File: config.mk
export PLATFORM = sky130hd
export DESIGN_NAME = multicycle_controller
export DESIGN_NICKNAME = d
export VERILOG_FILES = /design/src/rtl/multicycle_controller_pkg.sv /design/src/rtl/multicycle_controller_cond_check.sv /design/src/rtl/multicycle_controller.sv
export SDC_FILE = /design/constraint.sdc
export NUM_CORES = 1
export LEC_CHECK = 0
export ABC_AREA = 0
export CORE_MARGIN = 2
export CORE_UTILIZATION = 37
export DETAILED_ROUTE_END_ITERATION = 8
export MAX_ROUTING_LAYER = met4
export PLACE_DENSITY = 0.83
export SYNTH_ARGS = -nofsm -noshare
export SYNTH_HDL_FRONTEND = slang
export SYNTH_SLANG_ARGS = --single-unit
export TNS_END_PERCENT = 30
File: constraint.sdc
create_clock -name clk -period 2.1 [get_ports clk]
set_clock_uncertainty 0.1 [all_clocks]
set_input_delay 0.42 -clock clk [delete_from_list [all_inputs] [get_ports clk]]
set_output_delay 0.42 -clock clk [all_outputs]
set_load 0.01 [all_outputs]
File: src/rtl/multicycle_controller_pkg.sv
// Shared types and encodings for the multicycle controller: FSM states, datapath mux codes,
// instruction-type and branch-condition codes.
package mc_pkg;

  typedef enum logic [3:0] {
    FETCH   = 4'd0,
    DECODE  = 4'd1,
    EXEC_R  = 4'd2,
    EXEC_I  = 4'd3,
    ALU_WB  = 4'd4,
    MEM_ADR = 4'd5,
    MEM_RD  = 4'd6,
    MEM_WB  = 4'd7,
    MEM_WR  = 4'd8,
    BRANCH  = 4'd9
  } state_t;

  localparam logic [1:0] ALU_ADD = 2'b00;
  localparam logic [1:0] ALU_SUB = 2'b01;
  localparam logic [1:0] ALU_AND = 2'b10;
  localparam logic [1:0] ALU_ORR = 2'b11;

  localparam logic [1:0] RES_ALU     = 2'b00;
  localparam logic [1:0] RES_ALU_REG = 2'b01;
  localparam logic [1:0] RES_MEM     = 2'b10;

  localparam logic [1:0] SRCB_REG = 2'b00;
  localparam logic [1:0] SRCB_IMM = 2'b01;
  localparam logic [1:0] SRCB_ONE = 2'b10;

  localparam logic [1:0] TYPE_DATA    = 2'b00;
  localparam logic [1:0] TYPE_MEM     = 2'b01;
  localparam logic [1:0] TYPE_BRANCH  = 2'b10;
  localparam logic [1:0] TYPE_ILLEGAL = 2'b11;

  localparam logic [2:0] COND_EQ = 3'b000;
  localparam logic [2:0] COND_NE = 3'b001;
  localparam logic [2:0] COND_LT = 3'b010;
  localparam logic [2:0] COND_GE = 3'b011;
  localparam logic [2:0] COND_GT = 3'b100;
  localparam logic [2:0] COND_LE = 3'b101;
  localparam logic [2:0] COND_CS = 3'b110;
  localparam logic [2:0] COND_AL = 3'b111;

endpackage

File: src/rtl/multicycle_controller_cond_check.sv
// Branch condition evaluator: 3-bit condition code against registered NZCV flags.
module cond_check
  import mc_pkg::*;
(
  input  logic [2:0] cond,
  input  logic [3:0] flags,
  output logic       condpass
);

  logic n, z, c, v;
  assign {n, z, c, v} = flags;

  always_comb begin
    condpass = 1'b0;
    unique case (cond)
      COND_EQ: condpass = z;
      COND_NE: condpass = ~z;
      COND_LT: condpass = n ^ v;
      COND_GE: condpass = ~(n ^ v);
      COND_GT: condpass = ~z & ~(n ^ v);
      COND_LE: condpass = z | (n ^ v);
      COND_CS: condpass = c;
      COND_AL: condpass = 1'b1;
    endcase
  end

endmodule

File: src/rtl/multicycle_controller.sv
// FSM-sequenced control unit for the 17-bit ISA core: instruction decode, NZCV flag register,
// branch evaluation and memory-ready stalling.
module multicycle_controller
  import mc_pkg::*;
#(
  parameter int unsigned INSTR_W = 17,
  parameter int unsigned FLAG_W  = 4,
  parameter int unsigned MEM_HS  = 1
) (
  input  logic               clk,
  input  logic               reset,
  input  logic [INSTR_W-1:0] instr,
  input  logic [FLAG_W-1:0]  ALUFlags,
  input  logic               mem_ready,
  output logic               PCWrite,
  output logic               AdrSrc,
  output logic               IRWrite,
  output logic               MemRead,
  output logic               MemWrite,
  output logic               RegWrite,
  output logic [1:0]         RegSrc,
  output logic [1:0]         ImmSrc,
  output logic               ALUSrcA,
  output logic [1:0]         ALUSrcB,
  output logic [1:0]         ALUControl,
  output logic [1:0]         ResultSrc,
  output logic [FLAG_W-1:0]  Flags,
  output logic               illegal,
  output logic [3:0]         state_o
);

  logic [5:0] f;
  logic [1:0] itype;
  logic       i_bit, s_bit, is_ldr;
  logic [1:0] op;
  logic [2:0] cond;
  logic       ready;
  logic       condpass;
  logic       unused_instr;

  assign f      = instr[INSTR_W-1 -: 6];
  assign itype  = f[5:4];
  assign i_bit  = f[3];
  assign op     = f[2:1];
  assign s_bit  = f[0];
  assign is_ldr = f[1];
  assign cond   = f[2:0];
  assign ready  = (MEM_HS != 0) ? mem_ready : 1'b1;

  assign unused_instr = ^instr[INSTR_W-7:0];

  state_t             state_q, state_d;
  logic [FLAG_W-1:0]  flags_q, flags_d;

  always_ff @(posedge clk or negedge reset) begin
    if (!reset) begin
      state_q <= FETCH;
      flags_q <= '0;
    end else begin
      state_q <= state_d;
      flags_q <= flags_d;
    end
  end

  cond_check u_cond_check (
    .cond     (cond),
    .flags    (flags_q[3:0]),
    .condpass (condpass)
  );

  always_comb begin
    state_d = state_q;
    unique case (state_q)
      FETCH:   if (ready) state_d = DECODE;
      DECODE: begin
        unique case (itype)
          TYPE_DATA:   state_d = i_bit ? EXEC_I : EXEC_R;
          TYPE_MEM:    state_d = MEM_ADR;
          TYPE_BRANCH: state_d = BRANCH;
          default:     state_d = FETCH;
        endcase
      end
      EXEC_R:  state_d = ALU_WB;
      EXEC_I:  state_d = ALU_WB;
      ALU_WB:  state_d = FETCH;
      MEM_ADR: state_d = is_ldr ? MEM_RD : MEM_WR;
      MEM_RD:  if (ready) state_d = MEM_WB;
      MEM_WB:  state_d = FETCH;
      MEM_WR:  if (ready) state_d = FETCH;
      BRANCH:  state_d = FETCH;
      default: state_d = FETCH;
    endcase
  end

  // Flags only load on leaving an execute state, so BRANCH always sees settled values.
  always_comb begin
    flags_d = flags_q;
    if ((state_q == EXEC_R || state_q == EXEC_I) && s_bit) flags_d = ALUFlags;
  end

  logic pc_write_raw, ir_write_raw, mem_read_raw, mem_write_raw, reg_write_raw, illegal_raw;

  always_comb begin
    pc_write_raw  = 1'b0;
    ir_write_raw  = 1'b0;
    mem_read_raw  = 1'b0;
    mem_write_raw = 1'b0;
    reg_write_raw = 1'b0;
    illegal_raw   = 1'b0;
    AdrSrc        = 1'b0;
    ALUSrcA       = 1'b1;
    ALUSrcB       = SRCB_ONE;
    ALUControl    = ALU_ADD;
    ResultSrc     = RES_ALU;
    RegSrc        = 2'b00;
    ImmSrc        = 2'b00;

    // IR is stable from DECODE onwards, so operand selects follow the instruction type.
    if (state_q != FETCH) begin
      unique case (itype)
        TYPE_MEM:    begin RegSrc = 2'b10; ImmSrc = 2'b01; end
        TYPE_BRANCH: begin RegSrc = 2'b01; ImmSrc = 2'b10; end
        default:     begin RegSrc = 2'b00; ImmSrc = 2'b00; end
      endcase
    end

    unique case (state_q)
      FETCH: begin
        mem_read_raw = 1'b1;
        ir_write_raw = ready;
        pc_write_raw = ready;
      end
      DECODE:  illegal_raw = (itype == TYPE_ILLEGAL);
      EXEC_R: begin
        ALUSrcA    = 1'b0;
        ALUSrcB    = SRCB_REG;
        ALUControl = op;
      end
      EXEC_I: begin
        ALUSrcA    = 1'b0;
        ALUSrcB    = SRCB_IMM;
        ALUControl = op;
      end
      ALU_WB: begin
        reg_write_raw = 1'b1;
        ResultSrc     = RES_ALU_REG;
      end
      MEM_ADR: begin
        ALUSrcA = 1'b0;
        ALUSrcB = SRCB_IMM;
      end
      MEM_RD: begin
        AdrSrc       = 1'b1;
        mem_read_raw = 1'b1;
      end
      MEM_WB: begin
        reg_write_raw = 1'b1;
        ResultSrc     = RES_MEM;
      end
      MEM_WR: begin
        AdrSrc        = 1'b1;
        mem_write_raw = 1'b1;
      end
      BRANCH: begin
        ALUSrcB      = SRCB_IMM;
        pc_write_raw = condpass;
      end
      default: ;
    endcase
  end

  // Gating with reset kills strobes the moment reset asserts, not at the next edge.
  assign PCWrite  = pc_write_raw & reset;
  assign IRWrite  = ir_write_raw & reset;
  assign MemRead  = mem_read_raw & reset;
  assign MemWrite = mem_write_raw & reset;
  assign RegWrite = reg_write_raw & reset;
  assign illegal  = illegal_raw & reset;
  assign Flags    = flags_q;
  assign state_o  = state_q;

endmodule

==> qor.yml, run 1 <==
detailed_routing:
  drt_iter0_markers: 21
  wirelength_um: 2810
  vias: 985
  drc: 0
  post_drt_wl_per_cell_um: 15.0
  viasPerCell: 5.24
  ant_nets: 0
  first_pass_iters: 4
power:
  p_comb_frac: 0.759
  power_leakage_nw: 0.789
  p_sw_w: 0.000688
  sw_frac_of_total: 0.410
  pwr-share-seq: 0.172
  vdd_drop_max_v: 0.000754
  p_int_w: 0.000992
  power_density_mw_per_mm2: 1140
  power_w: 0.00168
  clkPwrFrac: 0.069
floorplan:
  dieHeight_um: 50.9
  die_area_mm2: 0.00259
  core_mm2: 0.00202
  core.rowCount: 16
  io_pins: 50
  die_w_um: 50.9
  initial_core_util: 0.402
synth:
  synth-main-ff-cell: "dfrtp_1"
  ys_ff_latch: 8
  synth_area_leaders: "dfrtp_1, ha_1, mux2_2"
  synth_edf_count: 0
  synth_top_cell_by_area: "dfrtp_1"
  synth_most_common_cell: "nor2_1"
  syn_area_per_cell_um2: 8.47
  synthTopCellsByCount: "nor2_1, dfrtp_1, a21oi_1, nor2b_1, ha_1"
  synth-adder-area-share: 0.0923
  syn_area_um2: 813
  synth_top_area_frac: 0.246
  synth_top_family_by_area: "simple AND/OR/NAND/NOR gates"
  synth-xor-area-share: 0.0523
  synth_seq_area_share: 0.246
  synthSimpleGateAreaFrac: 0.274
  synth.distinct_cells: 37
  ys_warn_count: 0
  synth-compound-area-share: 0.131
  syn_inst: 96
  syn_nets: 126
  synth_async_sr_flop_share: 1.00
  synthMuxAreaShare: 0.106
worst_setup_path:
  r2r_end: "Flags[2]"
  start_kind: "flip-flop"
  critPathMaxFanout: 2
  reg2regPathDepth: 4
  cp.required_ns: 1.58
  cp-end-kind: "primary output"
  reg2reg_from: "state_o[3]"
  rrSetupSlack_ns: 0.51
  cp.arrival_ns: 1.70
  crit_end: "PCWrite"
  cp-startpoint: "state_o[2]"
  crit_type: "reg2out"
cells_and_area:
  drive_above_1_share: 0.416
  area_growth_pct: 81.2
  n_antenna_cell: 0
  multi_input_area_um2: 594
  seq_area_um2: 201
  fin_nets: 193
  final_util: 0.729
  fillerInstances: 148
placement:
  gp_congestion: 0.840
  port_buffers: 38
  dp_hpwl_um: 1940
sta:
  fmax_ghz: 0.451
  finalHoldViolCount: 0
  worst_pin_slew_ns: 0.304
  fin_crit_sh: 1.06
  rsz0062_at_grt: "yes"
  setup_ws_ns: -0.118
  slew_headroom: 0.797
  fin_crit_ns: 2.22
  slew_viol_final: 0
  finalSetupViolations: 3
clock_tree:
  clkSlewWorstSetupHoldPaths_ns: 0.05
  cts_hold_buf: 0
  cts_made_buffers: 3
  insertion_delay_ns: 0.25
  clkSinkCount: 8
  cts_tree: "done"
  clockBufferDepth: 2
  cts-root-buf: "clkbuf_4"
  cts_max_level: 1
min_path:
  hp-class: "in2async"
grt:
  grt_pass1_wl_um: 4370
  overflow: 0
  grt_max_degree: 16
  grt_pass1_vias: 975
  antenna_found_initial: 0
  grt_usage: 0.229
status:
  outcome: "finished with violations"
  violations: "setup timing"
job:
  cap_violations: 0
-- layout make-up --
type / instances / area share
Clock buffer: 3 / 0.0153
Sequential cell: 8 / 0.137
Tap cell: 27 / 0.0229
Multi-Input combinational cell: 74 / 0.403
Inverter: 4 / 0.0102
Timing Repair Buffer: 72 / 0.412
-- cell usage in the layout (no fill, tap or decap), types with 5 or more instances in the layout --
cell type        count
mux2_2               5
clkdlybuf4s50_1     15
ha_1                 6
a21oi_1              7
buf_4               29
dlygate4sd2_1        9
nor2_1              11
dfrtp_1              7
clkbuf_2             6
buf_6                6
-- sequential cells by signal, summed over array words and instances (netlist names) --
| name | count |
|---|---|
| Flags | 4 |
| state_o | 4 |
-- worst min-delay path by stage --
stage                         from          to  slack, ns  depth (start not counted)
after CTS                    reset    Flags[2]       0.22                          2
after global routing         reset    Flags[2]       0.28                          2
after floorplan              reset    Flags[0]       0.02                          0
after detailed placement  Flags[1]    Flags[1]       0.43                          1
after global placement    Flags[1]    Flags[1]       0.43                          1
final                        reset  state_o[3]       0.25                          2
-- power groups by stage --
stage | registers, W | logic [W] | clock network (W)
after detailed placement | 0.000276 | 0.00113 | 0
final | 0.000289 | 0.00128 | 0.000115
after CTS | 0.000279 | 0.00121 | 0.000120
after global placement | 0.000270 | 0.00109 | 0
after floorplan | 0.000321 | 0.000510 | 0
after global routing | 0.000295 | 0.00136 | 0.000129
-- per-layer routing --
metal  up-vias  share of wire  GRT usage
li1        464              -          -
met1       458           0.38      0.257
met2        57           0.53      0.414
met3         6          0.068     0.0234
met4         0          0.016     0.0946
met5         -              0          -
-- critical path, cell delays in order (launching register included) --
cell and delay [ns]:
dfrtp_1 0.40, buf_6 0.13, nor4_4 0.31, nand3_2 0.16, inv_1 0.12, a21oi_1 0.05
a31oi_1 0.12, buf_2 0.15
-- cell families (layout without fill, tap and decap cells) --
family          count (synthesis)  count (layout)
simple gates                   40              40
compound gates                 16              16
buf+inv                        14              79
mux                             8               8
flops                           8               8
fa+ha+maj                       6               6
xor+xnor                        4               4
-- stage by stage --
step                      hold slack [ns]  worst slack (ns)  std cells  instance area (um2)  setup TNS, ns
after floorplan                    0.0244             0.184         96                  813              0
after global placement              0.430            -0.572        177                 1360          -3.34
after detailed placement            0.430            -0.613        177                 1360          -3.85
after CTS                           0.223            -0.232        189                 1450         -0.734
after global routing                0.280            -0.185        188                 1470         -0.388
final                               0.247            -0.118        188                 1470         -0.184
-- what timing repair did --
action                                  CTS  global route
endpoints found under the setup margin   18            15
gates resized for setup                  38            30
pin swaps                                 3             3
buffers inserted                          9             0
(Power assumes the default switching activity.)
==> run 2: changes to the inputs <==
--- a/config.mk
+++ b/config.mk
@@ -7,10 +7,10 @@
 export LEC_CHECK = 0
 export ABC_AREA = 0
 export CORE_MARGIN = 2
-export CORE_UTILIZATION = 37
+export CORE_UTILIZATION = 39
 export DETAILED_ROUTE_END_ITERATION = 8
 export MAX_ROUTING_LAYER = met4
-export PLACE_DENSITY = 0.83
+export PLACE_DENSITY = 0.87
 export SYNTH_ARGS = -nofsm -noshare
 export SYNTH_HDL_FRONTEND = slang
 export SYNTH_SLANG_ARGS = --single-unit
==> constraint.sdc (replaced) <==
create_clock -name clk -period 2.6 [get_ports clk]
set_clock_uncertainty 0.1 [all_clocks]
set_input_delay 0.52 -clock clk [delete_from_list [all_inputs] [get_ports clk]]
set_output_delay 0.52 -clock clk [all_outputs]
set_load 0.01 [all_outputs]
==> run 2 against run 1 <==
The run now ends clean. Highest routed layer unchanged. Sequential power decreased by 17%. Non-clock buffer count decreased by 18. Critical path type unchanged. Worst hold slack improved by 0.040 ns.
==> qor.yml, run 2 (synthesis results as in run 1) <==
floorplan:
  core.rowCount: 16
  io_pins: 50
  core_mm2: 0.00196
  die_area_mm2: 0.00247
  dieHeight_um: 49.7
  initial_core_util: 0.415
  die_w_um: 49.7
grt:
  grt_max_degree: 17
  grt_usage: 0.197
  grt_pass1_wl_um: 3710
  overflow: 0
  grt_pass1_vias: 840
  antenna_found_initial: 0
worst_setup_path:
  slowest_delay_ns: 0.48
  crit_end: "ALUSrcA"
  critPathMaxFanout: 8
  rrSetupSlack_ns: 0.95
  cp.required_ns: 1.98
  crit_chain: "nor2b_2 -> buf_4 -> mux2i_1 -> or2_2 -> clkdlybuf4s50_1"
  reg2reg_from: "state_o[2]"
  cp-end-kind: "primary output"
  crit_path_top_delay_cell: "dfrtp_2"
  reg2regPathDepth: 4
  start_kind: "flip-flop"
  cp.arrival_ns: 1.92
  crit_type: "reg2out"
  cp-startpoint: "state_o[1]"
  r2r_end: "Flags[1]"
sta:
  finalHoldViolCount: 0
  fmax_ghz: 0.393
  setup_tns_ns: 0
  slew_viol_final: 0
  fin_crit_ns: 2.54
  worst_pin_slew_ns: 0.308
  setup_ws_ns: 0.0552
  fin_crit_sh: 0.979
  finalSetupViolations: 0
  slew_headroom: 0.793
  rsz0062_at_grt: "yes"
cells_and_area:
  n_antenna_cell: 0
  drive_above_1_share: 0.231
  stdcell_area_mm2: 0.00133
  area_growth_pct: 63.5
  final_cells: 170
  layout_common_cells: "clkdlybuf4s50_1, buf_4, nor2_1"
  fillerInstances: 157
  final_common_cell: "clkdlybuf4s50_1"
  fin_nets: 175
status:
  outcome: "completed"
detailed_routing:
  viasPerCell: 5.20
  drc: 0
  wirelength_um: 2360
  post_drt_wl_per_cell_um: 13.9
  vias: 884
  drt_iter0_markers: 19
  ant_nets: 0
  first_pass_iters: 4
placement:
  port_buffers: 38
  gp_congestion: 0.762
  dp_hpwl_um: 1910
  detailedPlace.worstSlack_ns: -0.287
  placedCellCount: 167
  place_area_mm2: 0.00128
clock_tree:
  clkSlewWorstSetupHoldPaths_ns: 0.06
  cts_tree: "done"
  insertion_delay_ns: 0.25
  cts_hold_buf: 0
  cts-root-buf: "clkbuf_4"
  cts_max_level: 1
  clkSinkCount: 8
  cts_made_buffers: 3
  clockBufferDepth: 2
min_path:
  hp-class: "in2async"
power:
  vdd_drop_max_v: 0.000540
  power_density_mw_per_mm2: 862
  power_leakage_nw: 0.658
  power_w: 0.00115
job:
  cap_violations: 0
run 2: changes by cell type in the layout (fill, tap and decap cells not counted), moves of 2 or more:
cell / delta
clkdlybuf4s50_1: +15
buf_4: -14
buf_6: -5
clkbuf_2: -5
dlygate4sd2_1: -5
buf_2: -3
nor2b_1: +3
nor2b_2: -3
nor3_1: +2
nor3_2: -2
run 2: cell type report:
cell class              count  area (um2)  share of cell area
clock buffers               3        22.5              0.0169
inverters                   4        15.0              0.0113
multi-input cells          74         556               0.418
flip-flops and latches      8         201               0.151
well taps                  27        33.8              0.0254
repair buffers             54         502               0.377
run 2: worst min-delay path by stage:
| stage | start | endpoint | slack (ns) | cells past startpoint |
|---|---|---|---|---|
| floorplan | reset | Flags[0] | 0.12 | 0 |
| global placement | Flags[1] | Flags[1] | 0.43 | 1 |
| detailed placement | Flags[1] | Flags[1] | 0.47 | 1 |
| CTS | reset | Flags[2] | 0.29 | 2 |
| global route | reset | Flags[1] | 0.30 | 2 |
| finish | reset | Flags[1] | 0.29 | 2 |
run 2: where the power goes:
part	internal (W)	switching (W)	leakage, nW
Sequential	0.000177	0.0000617	0.101
Clock	0.0000528	0.0000419	0.0138
Combinational	0.000446	0.000368	0.544
run 2: metal layers:
layer  track usage  up-vias  share of wire
met5             -        -              0
met4        0.0648        0          0.011
met3        0.0121        4          0.041
met2         0.373       30           0.56
met1         0.217      426           0.39
li1              -      424              -
run 2: what timing repair did:
action                                  CTS  global route
gates resized for setup                   9             8
setup buffers                             0             0
pin swaps                                 0             0
endpoints found under the setup margin    6            11
run 2: per-stage QoR:
step                      utilization  hold slack [ns]
final                           0.678            0.287
after global routing            0.678            0.299
after CTS                       0.667            0.289
after detailed placement        0.654            0.470
after global placement          0.654            0.426
after floorplan                     -            0.124
run 2: critical path: cells and delay by family, from the launching register on:
| kind | cells | cell delay (ns) |
|---|---|---|
| simple gates | 2 | 0.47 |
| mux | 1 | 0.07 |
| buf+inv | 2 | 0.66 |
| flops | 1 | 0.48 |
